===== config.mk =====
export PLATFORM = sky130hd
export DESIGN_NAME = boot_mem
export DESIGN_NICKNAME = d
export VERILOG_FILES = /design/src/rtl/boot_mem.sv
export SDC_FILE = /design/constraint.sdc
export NUM_CORES = 1
export LEC_CHECK = 0
export ABC_AREA = 0
export CORE_MARGIN = 5
export CORE_UTILIZATION = 35
export CTS_BUF_LIST = sky130_fd_sc_hd__clkbuf_8
export CTS_CLUSTER_DIAMETER = 150
export CTS_CLUSTER_SIZE = 8
export DETAILED_ROUTE_END_ITERATION = 10
export GPL_ROUTABILITY_DRIVEN = 1
export PLACE_DENSITY_LB_ADDON = 0.08
export SLEW_MARGIN = 5
export SYNTH_ARGS = -nofsm -noshare
export SYNTH_HDL_FRONTEND = slang
export SYNTH_SLANG_ARGS = --single-unit

===== constraint.sdc =====
create_clock -name clk -period 4.5 [get_ports clk]
set_input_delay 0.675 -clock clk [delete_from_list [all_inputs] [get_ports clk]]
set_output_delay 0.675 -clock clk [all_outputs]
set_load 0.03 [all_outputs]

===== src/rtl/boot_mem.sv =====
// -----------------------------------------------------------------------------
// boot_mem
//   Boot-window memory for the CPU instruction/data bus.
//   - Words 0..ROM_WORDS-1 form a fixed boot program taken from ROM_INIT.
//     They are plain constants and no flops hold them.
//   - Words ROM_WORDS..2**AW-1 are scratch RAM. After reset, a hardware walk
//     clears this RAM one word per cycle. busy is high while the walk runs.
//   - Reads are registered. dout updates one cycle after a read is accepted,
//     and rd_valid pulses for that cycle.
//   - A rejected access produces a one-cycle err pulse on the next cycle.
//     Rejected accesses are any access during the clear, a write to ROM, and
//     any write while locked.
//
//   Optional feature macro: BOOT_MEM_LOCK_EN
//     When it is defined, writing all-ones to the top word (2**AW-1) sets the
//     locked flag and leaves that word unchanged. While locked, every write is
//     rejected. Only rst clears the flag.
//     When it is undefined, locked is tied 0 and that write is an ordinary
//     RAM write.
//
// Ports
//   clk       in   1   system clock, posedge
//   rst       in   1   synchronous active-high reset, highest priority
//   cs        in   1   chip select, access request
//   we        in   1   1 = write, 0 = read
//   addr      in   AW  word address; the full 2**AW range is decoded
//   din       in   DW  write data
//   dout      out  DW  registered read data, holds between reads
//   rd_valid  out  1   dout was updated by the read accepted last cycle
//   busy      out  1   post-reset RAM clear in progress
//   err       out  1   access rejected last cycle
//   locked    out  1   RAM write lock status
//
// Bus handshake: there is no back-pressure. An access is offered by cs=1 in a
// cycle and is either accepted or rejected at that clock edge. The outcome
// appears the next cycle: rd_valid=1 for an accepted read, err=1 for a
// rejected access, and neither for an accepted write or an idle cycle.
// -----------------------------------------------------------------------------
module boot_mem #(
    parameter int DW        = 16,
    parameter int AW        = 5,
    parameter int ROM_WORDS = 8,
    parameter logic [ROM_WORDS*DW-1:0] ROM_INIT = {
        16'h0000, 16'h4000, 16'h3008, 16'hF400,
        16'h1007, 16'hF800, 16'h4000, 16'hF200
    }
) (
    input  logic          clk,
    input  logic          rst,
    input  logic          cs,
    input  logic          we,
    input  logic [AW-1:0] addr,
    input  logic [DW-1:0] din,
    output logic [DW-1:0] dout,
    output logic          rd_valid,
    output logic          busy,
    output logic          err,
    output logic          locked
);

    localparam int            DEPTH    = 1 << AW;
    localparam logic [AW-1:0] ROM_BASE = AW'(ROM_WORDS);  // first RAM word
    localparam logic [AW-1:0] TOP_ADDR = AW'(DEPTH - 1);

    localparam logic [0:0] CLEAR = 1'b0;
    localparam logic [0:0] IDLE  = 1'b1;

    // The FSM state is kept as a plainly named signal so checkers can bind to it.
    logic [0:0]    state;
    logic [AW-1:0] clr_ptr;
    logic [DW-1:0] ram [ROM_WORDS:DEPTH-1];  // RAM words only, no ROM storage

    logic          idle;
    logic          in_rom;
    logic          lock_hit;
    logic          rd_acc;
    logic          wr_acc;
    logic          reject;
    logic [DW-1:0] rd_word;

    assign idle   = (state == IDLE);
    assign busy   = ~idle;
    assign in_rom = (addr < ROM_BASE);

`ifdef BOOT_MEM_LOCK_EN
    logic lock_q;

    // This is the lock command. It is a request, not a data write, so the
    // top word keeps its value.
    assign lock_hit = idle && cs && we && !lock_q &&
                      (addr == TOP_ADDR) && (din == {DW{1'b1}});

    always_ff @(posedge clk) begin
        if (rst) begin
            lock_q <= 1'b0;
        end else if (lock_hit) begin
            lock_q <= 1'b1;
        end
    end

    assign locked = lock_q;
`else
    assign lock_hit = 1'b0;
    assign locked   = 1'b0;
`endif

    assign rd_acc = idle && cs && !we;
    assign wr_acc = idle && cs && we && !in_rom && !locked && !lock_hit;
    // Every access is rejected during the clear. In IDLE, a write is rejected
    // when it targets ROM or when the lock is set.
    assign reject = cs && (!idle || (we && (in_rom || locked)));

    // ROM words come straight from the parameter.
    always_comb begin
        rd_word = '0;
        if (in_rom) begin
            for (int i = 0; i < ROM_WORDS; i++) begin
                if (addr == AW'(i)) begin
                    rd_word = ROM_INIT[i*DW +: DW];
                end
            end
        end else begin
            rd_word = ram[addr];
        end
    end

    // RAM array has no reset. The post-reset walk zeroes it instead.
    // The clear and a bus write can never collide, because writes are only
    // accepted in IDLE.
    always_ff @(posedge clk) begin
        if (!rst) begin
            if (!idle) begin
                ram[clr_ptr] <= '0;
            end else if (wr_acc) begin
                ram[addr] <= din;
            end
        end
    end

    always_ff @(posedge clk) begin
        if (rst) begin
            state    <= CLEAR;
            clr_ptr  <= ROM_BASE;
            dout     <= '0;
            rd_valid <= 1'b0;
            err      <= 1'b0;
        end else begin
            rd_valid <= rd_acc;
            err      <= reject;
            if (rd_acc) begin
                dout <= rd_word;
            end
            if (!idle) begin
                clr_ptr <= clr_ptr + 1'b1;
                if (clr_ptr == TOP_ADDR) begin
                    state <= IDLE;
                end
            end
        end
    end

endmodule

Word level (Yosys, flattened, before mapping):

Memories as Yosys holds them, arrays and structs flattened.
Cells that the tools add are included.

* equality and inequality tests: 8
* $add $sub $neg: 1
* $lt $le $gt $ge: 1
* muxes and demuxes: 21
* bitwise operators: 1
* reduce and logical (&&, ||, !) cells: 12

Operator list (count)
* 16-bit two-way mux: 10
* 5-bit by 3-bit equality test with 1-bit output (second input constant): 4
* 16-bit OR reduction: 1
* 5-bit by 2-bit equality test with 1-bit output (second input constant): 2
* 1-bit two-way mux: 10
* 1-bit logical AND: 6
* 5-bit by 1-bit adder with 5-bit output (second input constant): 1
* 5-bit by 1-bit equality test with 1-bit output (second input constant): 1
* 5-bit equality test (second input constant): 1
* 5-bit zero test: 1
* 5-bit by 4-bit < comparator with 1-bit output (second input constant): 1
* 5-bit two-way mux: 1
* 1-bit zero test: 3
* 1-bit logical OR: 1
* 1-bit NOT: 1

* flip-flop bits (word level): 24
* bits of input ports: 25
* memories kept: 1
* logic and storage cells: 50
* memory bits (writable): 384

Memory list
* ram: depth 24, bits a word 16, rd ports 1, clocked after memory_dff 0, write ports 1, RTL line 71 `logic [DW-1:0] ram [ROM_WORDS:DEPTH-1];`

Logic depth before layout (Yosys ltp):

Gate-level depths: netlist (run 1).

* word-level depth: 10
* gate-level depth with buffers: 9

Worst setup path before layout (run 1):

No wires, ideal clock.

* kind: input to register
* from: in addr[3]
* to: mem ram[28][0], enable pin
* data arrival time: 2.484 ns
* library setup time: 0.388 ns
* buffers on the path: 2
* setup slack: 1.628 ns
* stages on the path: 6
* data required time: 4.112 ns
* path through: buf_6 > nor2_1 > nor3_1 > buf_2 > mux2_2 > nor2_1

* word-level cells in the longest chain between the ends: 9

Ends and longest elaborated chain
* from (decl): RTL line 52 `input logic [AW-1:0] addr,`
* 5-bit by 4-bit < comparator with 1-bit output: RTL line 83 `assign in_rom = (addr < ROM_BASE);`
* 1-bit zero test: RTL line 108 `assign wr_acc = idle && cs && we && !in_rom && !locked && !lock_hit;`
* 1-bit logical AND: RTL line 108
* 1-bit two-way mux: RTL line 134 `end else if (wr_acc) begin`
* 1-bit two-way mux: RTL line 132 `if (!idle) begin`
* 1-bit two-way mux: RTL line 131 `if (!rst) begin`
* 1-bit two-way mux (implied by the code): RTL line 135 `ram[addr] <= din;`
* 16-bit OR reduction (no source line)
* 5-bit two-way mux (no source line) or 1-bit two-way mux (tied branches)
* to (decl): RTL line 71

Several ways; a longest one is shown, not always the timed one.

Final worst setup path (run 1):

* from: in addr[3]
* to: mem ram[28][10], enable pin

The elaborated chain is that of the path after synthesis.

==> impl_metrics.json, run 1 <==
{
  "status": "completed",
  "synthArstFlopShare_pct": 0,
  "clock_latency_ns": 0.65,
  "stdcell_count": 1599,
  "hpwl_um": 28600,
  "ys_ff_latch": 408,
  "crit_path_top_delay_cell": "clkdlybuf4s50_1",
  "p_leak_uw": 0.00665,
  "grt_pass1_vias": 8822,
  "io_buffers": 43,
  "synth_area_um2": 16300,
  "clockRootBuffer": "clkbuf_8",
  "power.density_nw_per_um2": 375,
  "crit_arrival_ns": 3.35,
  "cts_htree_levels": 2,
  "multi_input_area_um2": 3820,
  "yosysUniqueCellTypes": 56,
  "slew_headroom_pct": 31.9,
  "clockBufferDepth": 3,
  "crit_buf_inv": 3,
  "cts_tree": "done",
  "clkSinkCount": 408,
  "postPlaceCellArea_um2": 17500,
  "drv_slew": 0,
  "hold_path.class": "register to register",
  "dieArea_um2": 50900,
  "grt_first_pass_wirelength_um": 63400,
  "cts_hold_repair.buffers": 0,
  "place_inst": 1519,
  "hold_ws_ns": 0.504,
  "path_class": "input port to register",
  "layout.area.seq_um2": 12000,
  "cts_buffers": 56,
  "fin_tns_setup_ns": 0,
  "initialDrtViolationCount": 850,
  "antenna_found_initial": 1,
  "period_share_pct": 67.3,
  "ir_drop_uv": 173,
  "yosysTopAreaCellShare_pct": 70.8,
  "crit_required_ns": 4.83,
  "crit_family": "buffers and inverters",
  "crit_path_start_kind": "input port",
  "worst_slew_pin_slew_ns": 1.02,
  "areaGrowthSynthToFinish_pct": 12.6,
  "die_w_um": 226,
  "final_area_um2": 18300,
  "grt_max_degree": 45,
  "syn-num-nets": 891,
  "final_antenna_net_count": 0,
  "nFillCells": 4249,
  "synthTopCellsByCount": "edfxtp_1 (384), nor2_1 (66), mux4_2 (51), nand2_1 (35)",
  "drive_gt1_share_pct": 20.8,
  "routedWlPerCell_um": 27.8,
  "skew_ns": 0.0500,
  "rows": 79,
  "placeableCoreArea_um2": 46300,
  "synth_edf_count": 384,
  "die_h_um": 226,
  "finalSetupViolCount": 0,
  "ys_seq_area_share_pct": 73.7,
  "fin_util_pct": 39.7,
  "path_cells": "clkdlybuf4s50_1 > nor2_1 > nor3_2 > buf_4 > mux2_2 > nor2_1 > buf_4",
  "yosysWarnings": 0,
  "yosys.cell_count.top_type": "edfxtp_1",
  "dr_total_vias": 8566,
  "fin_nets": 997,
  "max_freq_mhz": 330,
  "final.min_clock_period_ns": 3.03,
  "synth_ff_type": "edfxtp_1",
  "gp_congestion": 0.830,
  "path_clk_slew_ns": 0.06,
  "ctsResizeCount": 0,
  "syn_avg_cell_area_um2": 18.9,
  "synth_cells": 864,
  "start_util_pct": 35.2,
  "worstPathMaxFanout": 21,
  "end_kind": "register",
  "synthTopCellsByArea": "edfxtp_1 (71%), mux4_2 (7.1%), mux4_1 (3.4%), dfxtp_1 (2.9%), mux2_2 (1.7%)",
  "finalHoldViolations": 0,
  "cap_violations": 0,
  "cts_setup_buffers": 0,
  "grt.total_usage_pct": 17.4,
  "routed_wl_um": 44400,
  "vias_per_cell": 5.36,
  "io_pins": 45,
  "synth_area_leader_cell": "edfxtp_1",
  "gr-total-overflow": 0,
  "drt_pre_antenna_iters": 5,
  "drc": 0,
  "slowest_delay_ns": 0.58,
  "rsz0062_at_grt": "false"
}
## final timing paths
check	from	endpoint	slack, ns	cells after the start
min reg2reg	dout[4]$_SDFFE_PP0P_	dout[4]$_SDFFE_PP0P_	0.50	2
max	addr[3]	ram[28][10]$_DFFE_PP_	1.47	7
max reg2reg	idle$_SDFF_PP0_	ram[28][10]$_DFFE_PP_	1.50	6
min	dout[4]$_SDFFE_PP0P_	dout[4]$_SDFFE_PP0P_	0.50	2
## where the power goes
| group | switching, uW | total, uW | internal [uW] |
|---|---|---|---|
| registers | 10.6 | 4130 | 4120 |
| logic | 197 | 317 | 119 |
| clock network | 1290 | 2430 | 1140 |
| total | 1500 | 6880 | 5380 |
## sequential cells by signal (all words and copies together) (netlist names)
register  count
ram         384
dout         16
clr_ptr       5
err           1
idle          1
rd_valid      1
## per-stage QoR
step / setup slack (ns) / power (uW)
4_1_cts: 1.55 / 6990
3_5_place_dp: 0.838 / 4530
5_1_grt: 1.36 / 7150
6_report: 1.47 / 6880
2_1_floorplan: 1.63 / 4430
3_3_place_gp: 0.837 / 4530
## worst register-to-register path: cells and delay by family, from the launching register on
| family | cells | cell delay [ns] |
|---|---|---|
| simple gates | 3 | 0.97 |
| flops | 1 | 0.65 |
| buf+inv | 2 | 0.64 |
| mux | 1 | 0.41 |
## metal layers
metal	track usage, %	share of wire, %	up-vias	wire [um]
li1	-	-	3720	-
met1	25.0	45	4481	20000
met2	27.5	47	294	20600
met3	3.43	6.3	69	2810
met4	4.65	2.0	2	891
met5	0	0.034	-	15
## area by class of cell
type | count | share of cell area (%)
repair buffers | 100 | 4.71
inverters | 6 | 0.123
clock inverters | 22 | 0.450
diodes | 1 | 0.0136
multi-input cells | 398 | 20.8
clock buffers | 57 | 4.28
well taps | 607 | 4.14
flip-flops and latches | 408 | 65.5
## placed cells by master (no fill, tap or decap), drive strengths merged, types with 3 or more instances in the layout
cell,Yosys,layout
a21oi,20,20
a311oi,10,10
a31oi,14,14
and2,16,16
buf,44,60
clkbuf,8,57
clkdlybuf4s50,0,40
dfxtp,24,24
edfxtp,384,384
inv,5,27
mux2,24,24
mux2i,19,19
mux4,72,72
nand2,35,35
nand2b,5,5
nand3,6,6
nand4,4,4
nor2,66,66
nor2b,4,4
nor3,12,12
nor4b,3,3
o21ai,12,12
o221ai,24,24
o22ai,13,13
o31ai,4,4
or2,3,3
or3,10,10
## kinds of logic (layout without fill, tap and decap cells)
family          count (synthesis)  count (layout)  share of synthesized area, %
compound gates                105             105                          4.54
xor+xnor                        3               3                         0.161
fa+ha+maj                       2               2                         0.154
buf+inv                        58             185                          2.93
flops                         408             408                          73.7
mux                           115             115                          13.3
other cells                     1               2                        0.0230
simple gates                  172             172                          5.18
Note: power is estimated with default switching activity, not from simulation.
==> inputs of run 2 (changes only) <==
==> constraint.sdc (replaced) <==
create_clock -name clk -period 3 [get_ports clk]
set_input_delay 0.45 -clock clk [delete_from_list [all_inputs] [get_ports clk]]
set_output_delay 0.45 -clock clk [all_outputs]
set_load 0.03 [all_outputs]
==> run 2 against run 1 <==
  * Global-route usage down 0.88 points
  * Die area unchanged
  * Cell area increased by 2.7%
  * Clock power is 51% higher
  * Combinational power increased by 58%
  * Non-clock buffer count increased by 25
  * Sequential power grew 50%
  * Core utilization is 1.1 points higher
  * Flip-flop and latch count unchanged
  * Via count decreased by 0.19%
==> impl_metrics.json, run 2 (synthesis gave the netlist of run 1 again) <==
{
  "status": "completed",
  "rsz0062_at_grt": "false",
  "power.density_nw_per_um2": 550,
  "placeableCoreArea_um2": 46300,
  "cap_violations": 0,
  "cts_hold_repair.buffers": 0,
  "io_pins": 45,
  "crit_path_top_delay_cell": "clkdlybuf4s50_1",
  "gr-total-overflow": 0,
  "largest_reg_flops": 384,
  "cts_buffers": 56,
  "power_frac_seq_pct": 59.8,
  "clockPowerShare_pct": 35.4,
  "hold_path_depth": 5,
  "routed_wl_um": 42100,
  "final_area_um2": 18800,
  "grt_first_pass_wirelength_um": 61600,
  "die_w_um": 226,
  "start_util_pct": 35.2,
  "p_sw_uw": 2260,
  "crit_required_ns": 2.55,
  "cts_tree": "done",
  "crit_buf_inv": 3,
  "r2r_cells": 7,
  "slowest_delay_ns": 0.70,
  "reg2reg_slack_ns": 0.69,
  "path_clk_slew_ns": 0.06,
  "comb_power_share_pct": 4.8,
  "grt.total_usage_pct": 16.5,
  "min-delay-start": "addr[4]",
  "cell_internal_pwr_uw": 8110,
  "grt_max_degree": 56,
  "path_cells": "buf_4 > inv_1 > clkdlybuf4s50_1",
  "io_buffers": 43,
  "ctsResizeCount": 0,
  "clockBufferDepth": 3,
  "worst_slew_pin_slew_ns": 0.832,
  "num_antenna_cells": 0,
  "max_freq_mhz": 420,
  "die_h_um": 226,
  "postPlaceCellArea_um2": 18000,
  "whs_endpoint": "err$_SDFF_PP0_",
  "drt_pre_antenna_iters": 4,
  "drc": 0,
  "crit_family": "buffers and inverters",
  "fin_nets": 1022,
  "period_share_pct": 79.4,
  "final_common_cell": "edfxtp_1",
  "finalHoldViolations": 0,
  "clkSinkCount": 408,
  "end_kind": "primary output",
  "skew_ns": 0.0194,
  "p_leak_uw": 0.00686,
  "gp_congestion": 0.785,
  "crit_path_start_kind": "register",
  "routedWlPerCell_um": 25.9,
  "timing.rr.end": "ram[24][14]$_DFFE_PP_",
  "final_antenna_net_count": 0,
  "antenna_found_initial": 0,
  "grt_pass1_vias": 9027,
  "regMostFlops": "ram",
  "final.min_clock_period_ns": 2.38,
  "cts_setup_buffers": 0,
  "finalSetupViolCount": 0,
  "switching_share_pct": 21.8,
  "vias_per_cell": 5.26,
  "worstReg2RegStart": "idle$_SDFF_PP0_",
  "final_cell_mix": "edfxtp_1 (384), nor2_1 (60), buf_4 (58)",
  "drive_gt1_share_pct": 22.9,
  "areaGrowthSynthToFinish_pct": 15.7,
  "path_class": "register to primary output",
  "largest_registers": "ram (384), dout (16), clr_ptr (5)",
  "hold_path.class": "input port to register",
  "dr_total_vias": 8550,
  "hpwl_um": 27500,
  "worstPathMaxFanout": 13,
  "rows": 79,
  "clockRootBuffer": "clkbuf_8",
  "initialDrtViolationCount": 662,
  "fin_tns_setup_ns": 0,
  "slew_headroom_pct": 44.3,
  "dieArea_um2": 50900,
  "crit_arrival_ns": 1.93,
  "cts_htree_levels": 2,
  "drv_slew": 0,
  "clock_latency_ns": 0.63,
  "ir_drop_uv": 278
}
[run 2: layout make-up]
type / instances / area, um2
Clock buffer: 57 / 785
Clock inverter: 24 / 97.6
Fill cell: 4170 / 27400
Inverter: 6 / 22.5
Multi-Input combinational cell: 398 / 3820
Sequential cell: 408 / 12000
Tap cell: 607 / 759
Timing Repair Buffer: 125 / 1350
[run 2: stage by stage]
stage                     setup WS, ns  util (%)  power, uW  cells  hold slack (ns)
after floorplan                  0.353         -       6640    864            0.510
after global placement          0.0100      38.8       6820   1544            0.492
final                            0.619      40.7      10400   1625            0.436
after CTS                        0.544      40.7      10600   1625            0.388
after detailed placement        0.0354      38.8       6830   1544            0.484
after global routing             0.525      40.7      10800   1625            0.429
[run 2: how the worst max path moves through the flow]
stage,start,depth (start not counted),end
after global routing,idle$_SDFF_PP0_,3,busy
after floorplan,addr[3],6,ram[28][0]$_DFFE_PP_
after global placement,addr[3],7,ram[24][5]$_DFFE_PP_
after detailed placement,addr[3],7,ram[24][6]$_DFFE_PP_
final,idle$_SDFF_PP0_,3,busy
after CTS,idle$_SDFF_PP0_,3,busy
[run 2: per-layer routing]
layer	global-route usage (%)	up-vias	share of wire, %
met5	0	-	0
met4	4.96	0	2.2
met3	2.89	58	4.7
met2	26.4	231	48
met1	23.4	4487	45
li1	-	3774	-
[run 2: worst reg2reg max path, cell delays in order, from the launching register on]
cell and delay (ns):
dfxtp_1 0.30, buf_4 0.20, nand2_1 0.09, nor3_2 0.23, buf_12 0.21, a21oi_1 0.25
nor2_1 0.39, buf_4 0.32
[run 2: power groups by stage]
stage	Clock (uW)	Sequential (uW)	Combinational, uW
final	3670	6200	500
after CTS	3850	6200	511
after global routing	4110	6200	537
after detailed placement	0	6320	509
after floorplan	0	6310	325
after global placement	0	6320	505
